[config.mk]
export PLATFORM = sky130hd
export DESIGN_NAME = weight_fetch_sequencer
export DESIGN_NICKNAME = d
export VERILOG_FILES = /design/src/rtl/weight_fetch_sequencer_pkg.sv /design/src/rtl/weight_fetch_sequencer_skid_fifo.sv /design/src/rtl/weight_fetch_sequencer.sv
export SDC_FILE = /design/constraint.sdc
export NUM_CORES = 1
export LEC_CHECK = 0
export CAP_MARGIN = 10
export CORE_ASPECT_RATIO = 1.75
export CORE_UTILIZATION = 52
export CTS_CLUSTER_DIAMETER = 100
export DETAILED_ROUTE_END_ITERATION = 16
export HOLD_SLACK_MARGIN = 0.02
export PLACE_DENSITY = 0.93
export SYNTH_ARGS = -nofsm -noshare
export SYNTH_HDL_FRONTEND = slang
export SYNTH_SLANG_ARGS = --single-unit
[constraint.sdc]
create_clock -name clk -period 3.83 [get_ports clk]
set_input_delay 0.383 -clock clk [delete_from_list [all_inputs] [get_ports clk]]
set_output_delay 0.383 -clock clk [all_outputs]
set_load 0.02 [all_outputs]
[src/rtl/weight_fetch_sequencer_pkg.sv]
// Shared definitions for the weight fetch sequencer.
//   fetch_state_t : controller state encoding (IDLE/FETCH/DRAIN)
//   FIFO_DEPTH    : entries in the read-return skid FIFO
package weight_fetch_sequencer_pkg;

    typedef enum logic [1:0] {
        IDLE  = 2'd0,
        FETCH = 2'd1,
        DRAIN = 2'd2
    } fetch_state_t;

    localparam int FIFO_DEPTH       = 2;
    localparam int FIFO_COUNT_WIDTH = $clog2(FIFO_DEPTH + 1);

endpackage

[src/rtl/weight_fetch_sequencer_skid_fifo.sv]
// Two-entry FIFO holding {last, data} for rows returned by the weight memory.
// Ports:
//   clk, rst         clock, asynchronous active-low reset
//   push, push_data, push_last   write one entry
//   pop              remove the head entry
//   flush            synchronous clear (wins over push/pop)
//   count            current occupancy
//   head_data, head_last         head entry contents
module weight_skid_fifo
    import weight_fetch_sequencer_pkg::*;
#(
    parameter int DATA_WIDTH = 64
) (
    input  logic                        clk,
    input  logic                        rst,
    input  logic                        push,
    input  logic [DATA_WIDTH-1:0]       push_data,
    input  logic                        push_last,
    input  logic                        pop,
    input  logic                        flush,
    output logic [FIFO_COUNT_WIDTH-1:0] count,
    output logic [DATA_WIDTH-1:0]       head_data,
    output logic                        head_last
);

    logic [DATA_WIDTH:0] entry_q [FIFO_DEPTH];
    // Single-bit pointers are enough because the FIFO is exactly two deep.
    logic                rd_ptr_q;
    logic                wr_ptr_q;

    always_ff @(posedge clk or negedge rst) begin
        if (!rst) begin
            for (int i = 0; i < FIFO_DEPTH; i++) begin
                entry_q[i] <= '0;
            end
            rd_ptr_q <= 1'b0;
            wr_ptr_q <= 1'b0;
            count    <= '0;
        end else if (flush) begin
            rd_ptr_q <= 1'b0;
            wr_ptr_q <= 1'b0;
            count    <= '0;
        end else begin
            // Push+pop while full writes the slot being vacated this cycle.
            if (push) begin
                entry_q[wr_ptr_q] <= {push_last, push_data};
                wr_ptr_q          <= ~wr_ptr_q;
            end
            if (pop) begin
                rd_ptr_q <= ~rd_ptr_q;
            end
            count <= count + {{(FIFO_COUNT_WIDTH-1){1'b0}}, push}
                           - {{(FIFO_COUNT_WIDTH-1){1'b0}}, pop};
        end
    end

    assign head_data = entry_q[rd_ptr_q][DATA_WIDTH-1:0];
    assign head_last = entry_q[rd_ptr_q][DATA_WIDTH];

endmodule

[src/rtl/weight_fetch_sequencer.sv]
// Read-side sequencer for the weight memory: walks a programmed row range,
// absorbs the 1-cycle read latency and streams rows to the PE array.
// Ports:
//   clk, rst                    clock, asynchronous active-low reset
//   start, start_address, num_rows   fetch request (sampled in IDLE)
//   abort                       synchronous flush back to IDLE
//   global_power_down           blocks new reads while high
//   busy, done                  status; done pulses once per fetch/abort
//   weight_control_*            memory read port (never writes)
//   weight_data_out             memory read data, 1 cycle after chip select
//   out_valid/out_ready/out_data/out_last   row stream
//
// state | meaning
// IDLE  | waiting for start
// FETCH | issuing reads while rows remain
// DRAIN | all reads issued, emptying in-flight read and FIFO
module weight_fetch_sequencer
    import weight_fetch_sequencer_pkg::*;
#(
    parameter  int WEIGHT_WORD_BIT_WIDTH = 64,
    parameter  int WEIGHT_ROWS           = 32,
    localparam int WEIGHT_ADDRESS_WIDTH  = $clog2(WEIGHT_ROWS),
    localparam int COUNT_WIDTH           = $clog2(WEIGHT_ROWS + 1)
) (
    input  logic                             clk,
    input  logic                             rst,
    input  logic                             start,
    input  logic [WEIGHT_ADDRESS_WIDTH-1:0]  start_address,
    input  logic [COUNT_WIDTH-1:0]           num_rows,
    input  logic                             abort,
    input  logic                             global_power_down,
    output logic                             busy,
    output logic                             done,
    output logic                             weight_control_chip_select,
    output logic                             weight_control_write_enable,
    output logic [WEIGHT_ADDRESS_WIDTH-1:0]  weight_control_address,
    input  logic [WEIGHT_WORD_BIT_WIDTH-1:0] weight_data_out,
    output logic                             out_valid,
    input  logic                             out_ready,
    output logic [WEIGHT_WORD_BIT_WIDTH-1:0] out_data,
    output logic                             out_last
);

    fetch_state_t                     state_q, state_d;
    logic [WEIGHT_ADDRESS_WIDTH-1:0]  rd_addr_q, rd_addr_d;
    logic [COUNT_WIDTH-1:0]           remaining_q, remaining_d;
    logic                             in_flight_q;
    logic                             in_flight_last_q;
    logic                             done_q, done_d;

    logic [FIFO_COUNT_WIDTH-1:0]      fifo_count;
    logic [FIFO_COUNT_WIDTH-1:0]      fifo_count_next;
    logic [WEIGHT_WORD_BIT_WIDTH-1:0] head_data;
    logic                             head_last;
    logic                             fifo_empty;
    logic                             fifo_push;
    logic                             fifo_pop;
    logic                             beat;
    logic                             issue;
    logic                             drained;
    logic [2:0]                       occupancy;

    assign fifo_empty = (fifo_count == '0);

    // With the FIFO empty the returning word is presented directly, so the
    // first row is visible in the same cycle it comes back from memory.
    assign out_valid = !fifo_empty || in_flight_q;
    assign out_data  = !fifo_empty ? head_data
                     : (in_flight_q ? weight_data_out : '0);
    assign out_last  = !fifo_empty ? head_last : (in_flight_q && in_flight_last_q);

    assign beat      = out_valid && out_ready;
    assign fifo_pop  = beat && !fifo_empty;
    assign fifo_push = in_flight_q && !abort && !(fifo_empty && beat);

    // Credit: buffered rows plus the read in flight, minus this cycle's beat.
    assign occupancy = {1'b0, fifo_count} + {2'b00, in_flight_q} - {2'b00, beat};

    assign issue = (state_q == FETCH) && (remaining_q != '0) && !global_power_down
                   && !abort && (occupancy < 3'd2);

    assign fifo_count_next = fifo_count
                             + {{(FIFO_COUNT_WIDTH-1){1'b0}}, fifo_push}
                             - {{(FIFO_COUNT_WIDTH-1){1'b0}}, fifo_pop};
    assign drained = (fifo_count_next == '0);

    assign weight_control_chip_select  = issue;
    assign weight_control_address      = issue ? rd_addr_q : '0;
    assign weight_control_write_enable = 1'b0;

    assign busy = (state_q != IDLE);
    assign done = done_q;

    always_comb begin
        state_d     = state_q;
        rd_addr_d   = rd_addr_q;
        remaining_d = remaining_q;
        done_d      = 1'b0;

        if (issue) begin
            rd_addr_d   = (rd_addr_q == WEIGHT_ADDRESS_WIDTH'(WEIGHT_ROWS - 1))
                          ? '0 : rd_addr_q + 1'b1;
            remaining_d = remaining_q - 1'b1;
        end

        case (state_q)
            IDLE: begin
                if (abort) begin
                    done_d = 1'b1;
                end else if (start) begin
                    if (num_rows != '0) begin
                        state_d     = FETCH;
                        rd_addr_d   = start_address;
                        remaining_d = num_rows;
                    end else begin
                        done_d = 1'b1;
                    end
                end
            end
            FETCH: begin
                if (abort) begin
                    state_d = IDLE;
                    done_d  = 1'b1;
                end else if (issue && remaining_q == COUNT_WIDTH'(1)) begin
                    state_d = DRAIN;
                end
            end
            DRAIN: begin
                if (abort || drained) begin
                    state_d = IDLE;
                    done_d  = 1'b1;
                end
            end
            default: state_d = IDLE;
        endcase
    end

    always_ff @(posedge clk or negedge rst) begin
        if (!rst) begin
            state_q          <= IDLE;
            rd_addr_q        <= '0;
            remaining_q      <= '0;
            in_flight_q      <= 1'b0;
            in_flight_last_q <= 1'b0;
            done_q           <= 1'b0;
        end else begin
            state_q     <= state_d;
            rd_addr_q   <= rd_addr_d;
            remaining_q <= remaining_d;
            in_flight_q <= issue;
            done_q      <= done_d;
            if (issue) begin
                in_flight_last_q <= (remaining_q == COUNT_WIDTH'(1));
            end
        end
    end

    weight_skid_fifo #(
        .DATA_WIDTH (WEIGHT_WORD_BIT_WIDTH)
    ) u_skid_fifo (
        .clk       (clk),
        .rst       (rst),
        .push      (fifo_push),
        .push_data (weight_data_out),
        .push_last (in_flight_last_q),
        .pop       (fifo_pop),
        .flush     (abort),
        .count     (fifo_count),
        .head_data (head_data),
        .head_last (head_last)
    );

endmodule

==> summary.md <==
| Metric | Value |
|---|---|
| Cell at the root of the clock tree | clkbuf_16 |
| Number of top-level pins | approximately 160 |
| Area post-placement | slightly above 9000 um2 |
| Die Outline Area | around 15,000 um2 |
| Remaining Overflow, GRT | 0 |
| Maximum fanout along the worst path | 10 |
| Effective utilization at floorplan | between 50% and 60% |
| Net load switching power | roughly 2200 uW |
| P per Cell Area | approximately 640 nW/um2 |
| Cells traversed along the worst timing path | or3_1 -> and2_1 -> ha_1 -> nand2b_1 -> fa_2 -> xor2_1 -> a2111o_1 -> inv_4 -> and2_1 -> clkdlybuf4s15_2 |
| Critical Path Start Type | flop |
| Number of antenna violations at the first check in global routing | 0 |
| Synthesized netlist net count | 720 |
| Clock-pin slew on the worst setup and hold paths | about 60 ps |
| Kind of path behind the tightest hold check | in2async |
| Setup skew after layout | a little under 7 ps |
| Outcome | finished, final reports clean |
| Synth Cell Area | 7450 um2 |
| Clock buffers created by TritonCTS | 17 |
| Setup Crit Path Kind | reg2out |
| Cell type with the largest total area after synthesis | dfrtp_1 |
| Total global routing track utilization | around 26% |
| Gpl congestion | 0.777 |
| Number of standard cells in the final layout excluding fillers | 958 |
| DR pass1 iterations | 4 |
| Synth area leaders | dfrtp_1, mux2_2, mux2i_1, nand3_1, o21ai_0 |
| Count of hold buffers inserted by post-cts repair | 0 |
| Slew at the pin closest to its max-slew limit | roughly 900 ps |
| VDD IR-drop max | around 0.40 mV |
| CP dominant cell by count | and2_1 |
| Width of the chip | about 92 um |
| Part of the total power dissipated in combinational logic | between 30% and 40% |
| Drt drc | 0 |
| Number of nets still failing antenna checks after routing | 0 |
| CTS tree | yes |
| Max-capacitance violation count | 0 |
| Sequential share of the synthesized area | a little over 50% |
| Synthesized area per cell | around 12 um2 |
| Worst endpoint required time | around 3500 ps |
| Clock group share of total power | about 26% |
| Routed length per placed instance | roughly 19 um |
| Number of global-route vias before repair | 6,319 |
| Highest Clock Rate | 269 MHz |
| Mapped Cells | between 600 and 700 |
| Placed cell count | slightly above 900 |
| Most common library cell in the layout ignoring fill and taps | dfrtp_1 |
| Post-route cell area | about 9700 um2 |
| Floorplan Core Area | approximately 14,000 um2 |
| Detailed router's first-iteration violation count | between 300 and 400 |
| Endpoint arrival time on the critical path | approximately 3300 ps |
| Sink count of the clock tree | 150 |
| Standard cell with the maximum stage delay on the critical path | a2111o_1 |
| Most frequent cells in the layout | dfrtp_1, clkdlybuf4s50_1, mux2_2 |
| Input/output buffers | 154 |
| Setup TNS | 0 ps |
| HPWL after detailed placement | approximately 12 mm |
| Fin. Hold Viols | 0 |
| Final-report max-slew violation count | 0 |
| Vias after detailed routing | between 5,000 and 6,000 |
| Register share of total power | between 30 and 40% |
| Area Growth Syn to Fin | 30.6% |
| Post-route worst hold slack | ~21 ps |
| Fraction of final layout cells sized beyond drive strength 1 | 24.6% |
| Antenna diode instance count | 0 |
| Synth Register Bits | 150 |
| Maximum number of pins on one net before global-route repair | a little over 90 |
| Final setup vio count | 0 |
| Fraction of power spent switching nets | between 30% and 40% |
| Design internal power | between 4000 and 5000 uW |
| Fraction of the cycle the final worst path needs | a little over nine tenths |
| Final WL | around 18 mm |
| Share of Yosys cell area claimed by the top area cell type | just over 50% |
| Insertion delay of the later-clocked pin in the worst-skew pair | approximately 410 ps |
| Clock buffer depth | 2 |
| Slew HR | between 40% and 50% |
| First-pass GRT wire length | 30.1 mm |
| Final worst path period need | around 3700 ps |
| Pleak | roughly 0.0042 uW |
| Slowest Stage Delay on Critical Path | about 440 ps |
| Y dimension of the die | around 160 um |
| Critical path capture point type | output port |
| Synth unique cells | 44 |
| Yosys warnings | 0 |
| Vias per inst | 5.89 |
| Maximum level of the CTS H-tree | 4 |
| Net total in the final layout | between 800 and 900 |
| Core Rows | between 50 and 60 |
stage by stage:
| step | util, % | setup WS, ps | total power, uW |
|---|---|---|---|
| detailed placement | 65.7 | 114 | 4670 |
| global placement | 65.7 | 198 | 4500 |
| global route | 70.0 | -1.66 | 6610 |
| floorplan | - | 539 | 3710 |
| CTS | 69.9 | 10.1 | 6310 |
| finish | 70.0 | 110 | 6270 |
sequential cells by signal (all words and copies together), names as in the netlist:
| name | cells |
|---|---|
| done | 1 |
| u_skid_fifo.rd_ptr_q | 1 |
| u_skid_fifo.entry_q | 130 |
| in_flight_last_q | 1 |
| rd_addr_q | 5 |
| u_skid_fifo.count | 2 |
| state_q | 2 |
| u_skid_fifo.wr_ptr_q | 1 |
| remaining_q | 6 |
| in_flight_q | 1 |
synth_stat cells, drive strengths merged:
cell type / count
o22ai: 1
and2: 6
o31ai: 1
a32oi: 3
a31oi: 7
nor2b: 4
or4b: 3
a21o: 1
a21oi: 1
xor2: 1
a32o: 1
o21ai: 68
or3: 6
clkinv: 1
a31o: 1
xor3: 1
ha: 8
nand2b: 4
conb: 1
clkbuf: 28
nand3: 73
or2: 1
dfrtp: 150
nor4: 1
xnor2: 2
and3: 2
nand2: 10
or3b: 1
o211ai: 2
inv: 6
a2111o: 1
nor2: 11
nor4b: 1
fa: 1
or4: 2
o311ai: 1
buf: 21
mux2i: 65
nor3: 1
mux2: 130
nand3b: 1
critical path: cells and delay by family (launching register included):
family                     cells  cell delay (ps)
buffers and inverters          2              370
and+or+nand+nor                4              880
AOI/OAI and AO/OA              1              440
xor gates and xnor gates       1              170
DFF                            1              390
adders and majority gates      2              670
final cells by class:
cell class	instances	area, um2
clock buffer	22	484
clock inverter	10	93.8
fill	973	4180
inverter	7	28.8
multi-input combinational	424	3480
sequential	150	3760
tap	177	221
timing repair buffer	168	1670
cell families after synthesis:
logic type	Yosys count	synth area share, %
AO/OA/AOI/OAI	88	6.58
XOR/XNOR	4	0.672
adder cells (fa/ha/maj)	9	1.61
buffers and inverters	56	3.27
flip-flops	150	50.4
multiplexers	195	28.4
other	1	0.0503
AND/OR/NAND/NOR	127	9.07
power groups by stage:
stage          Combinational [uW]  Sequential [uW]  Clock [uW]
3_5_place_dp                 2370             2300           0
6_report                     2390             2280        1600
2_1_floorplan                1560             2150           0
4_1_cts                      2400             2270        1630
5_1_grt                      2580             2330        1700
3_3_place_gp                 2260             2250           0
final timing paths:
path,startpoint,endpoint,slack [ps],cells past startpoint
min,rst,remaining_q[2]$_DFF_PN0_,20,1
min reg2reg,u_skid_fifo.entry_q[30]$_DFFE_PN0P_,u_skid_fifo.entry_q[30]$_DFFE_PN0P_,500,1
max in group asynchronous,rst,u_skid_fifo.entry_q[15]$_DFFE_PN0P_,2810,2
max,in_flight_q$_DFF_PN0_,weight_control_address[3],110,10
max reg2reg,in_flight_q$_DFF_PN0_,rd_addr_q[2]$_DFF_PN0_,300,11
min in group clk,u_skid_fifo.entry_q[30]$_DFFE_PN0P_,u_skid_fifo.entry_q[30]$_DFFE_PN0P_,500,1
what timing repair did:
action                     CTS  global route
gates resized for setup     16             4
setup endpoints to repair    6             6
pin swaps                    0             1
buffers inserted             0             3
per-layer routing:
layer / GRT usage [%] / routed length [um] / share of wire (%) / vias to the layer above
li1: - / - / - / 2557
met1: 26.9 / 6660 / 37 / 2842
met2: 47.6 / 10100 / 55 / 176
met3: 3.41 / 542 / 3.0 / 71
met4: 16.9 / 917 / 5.0 / 0
met5: 0 / 0 / 0 / -
Power figures use the tool's default switching activity.
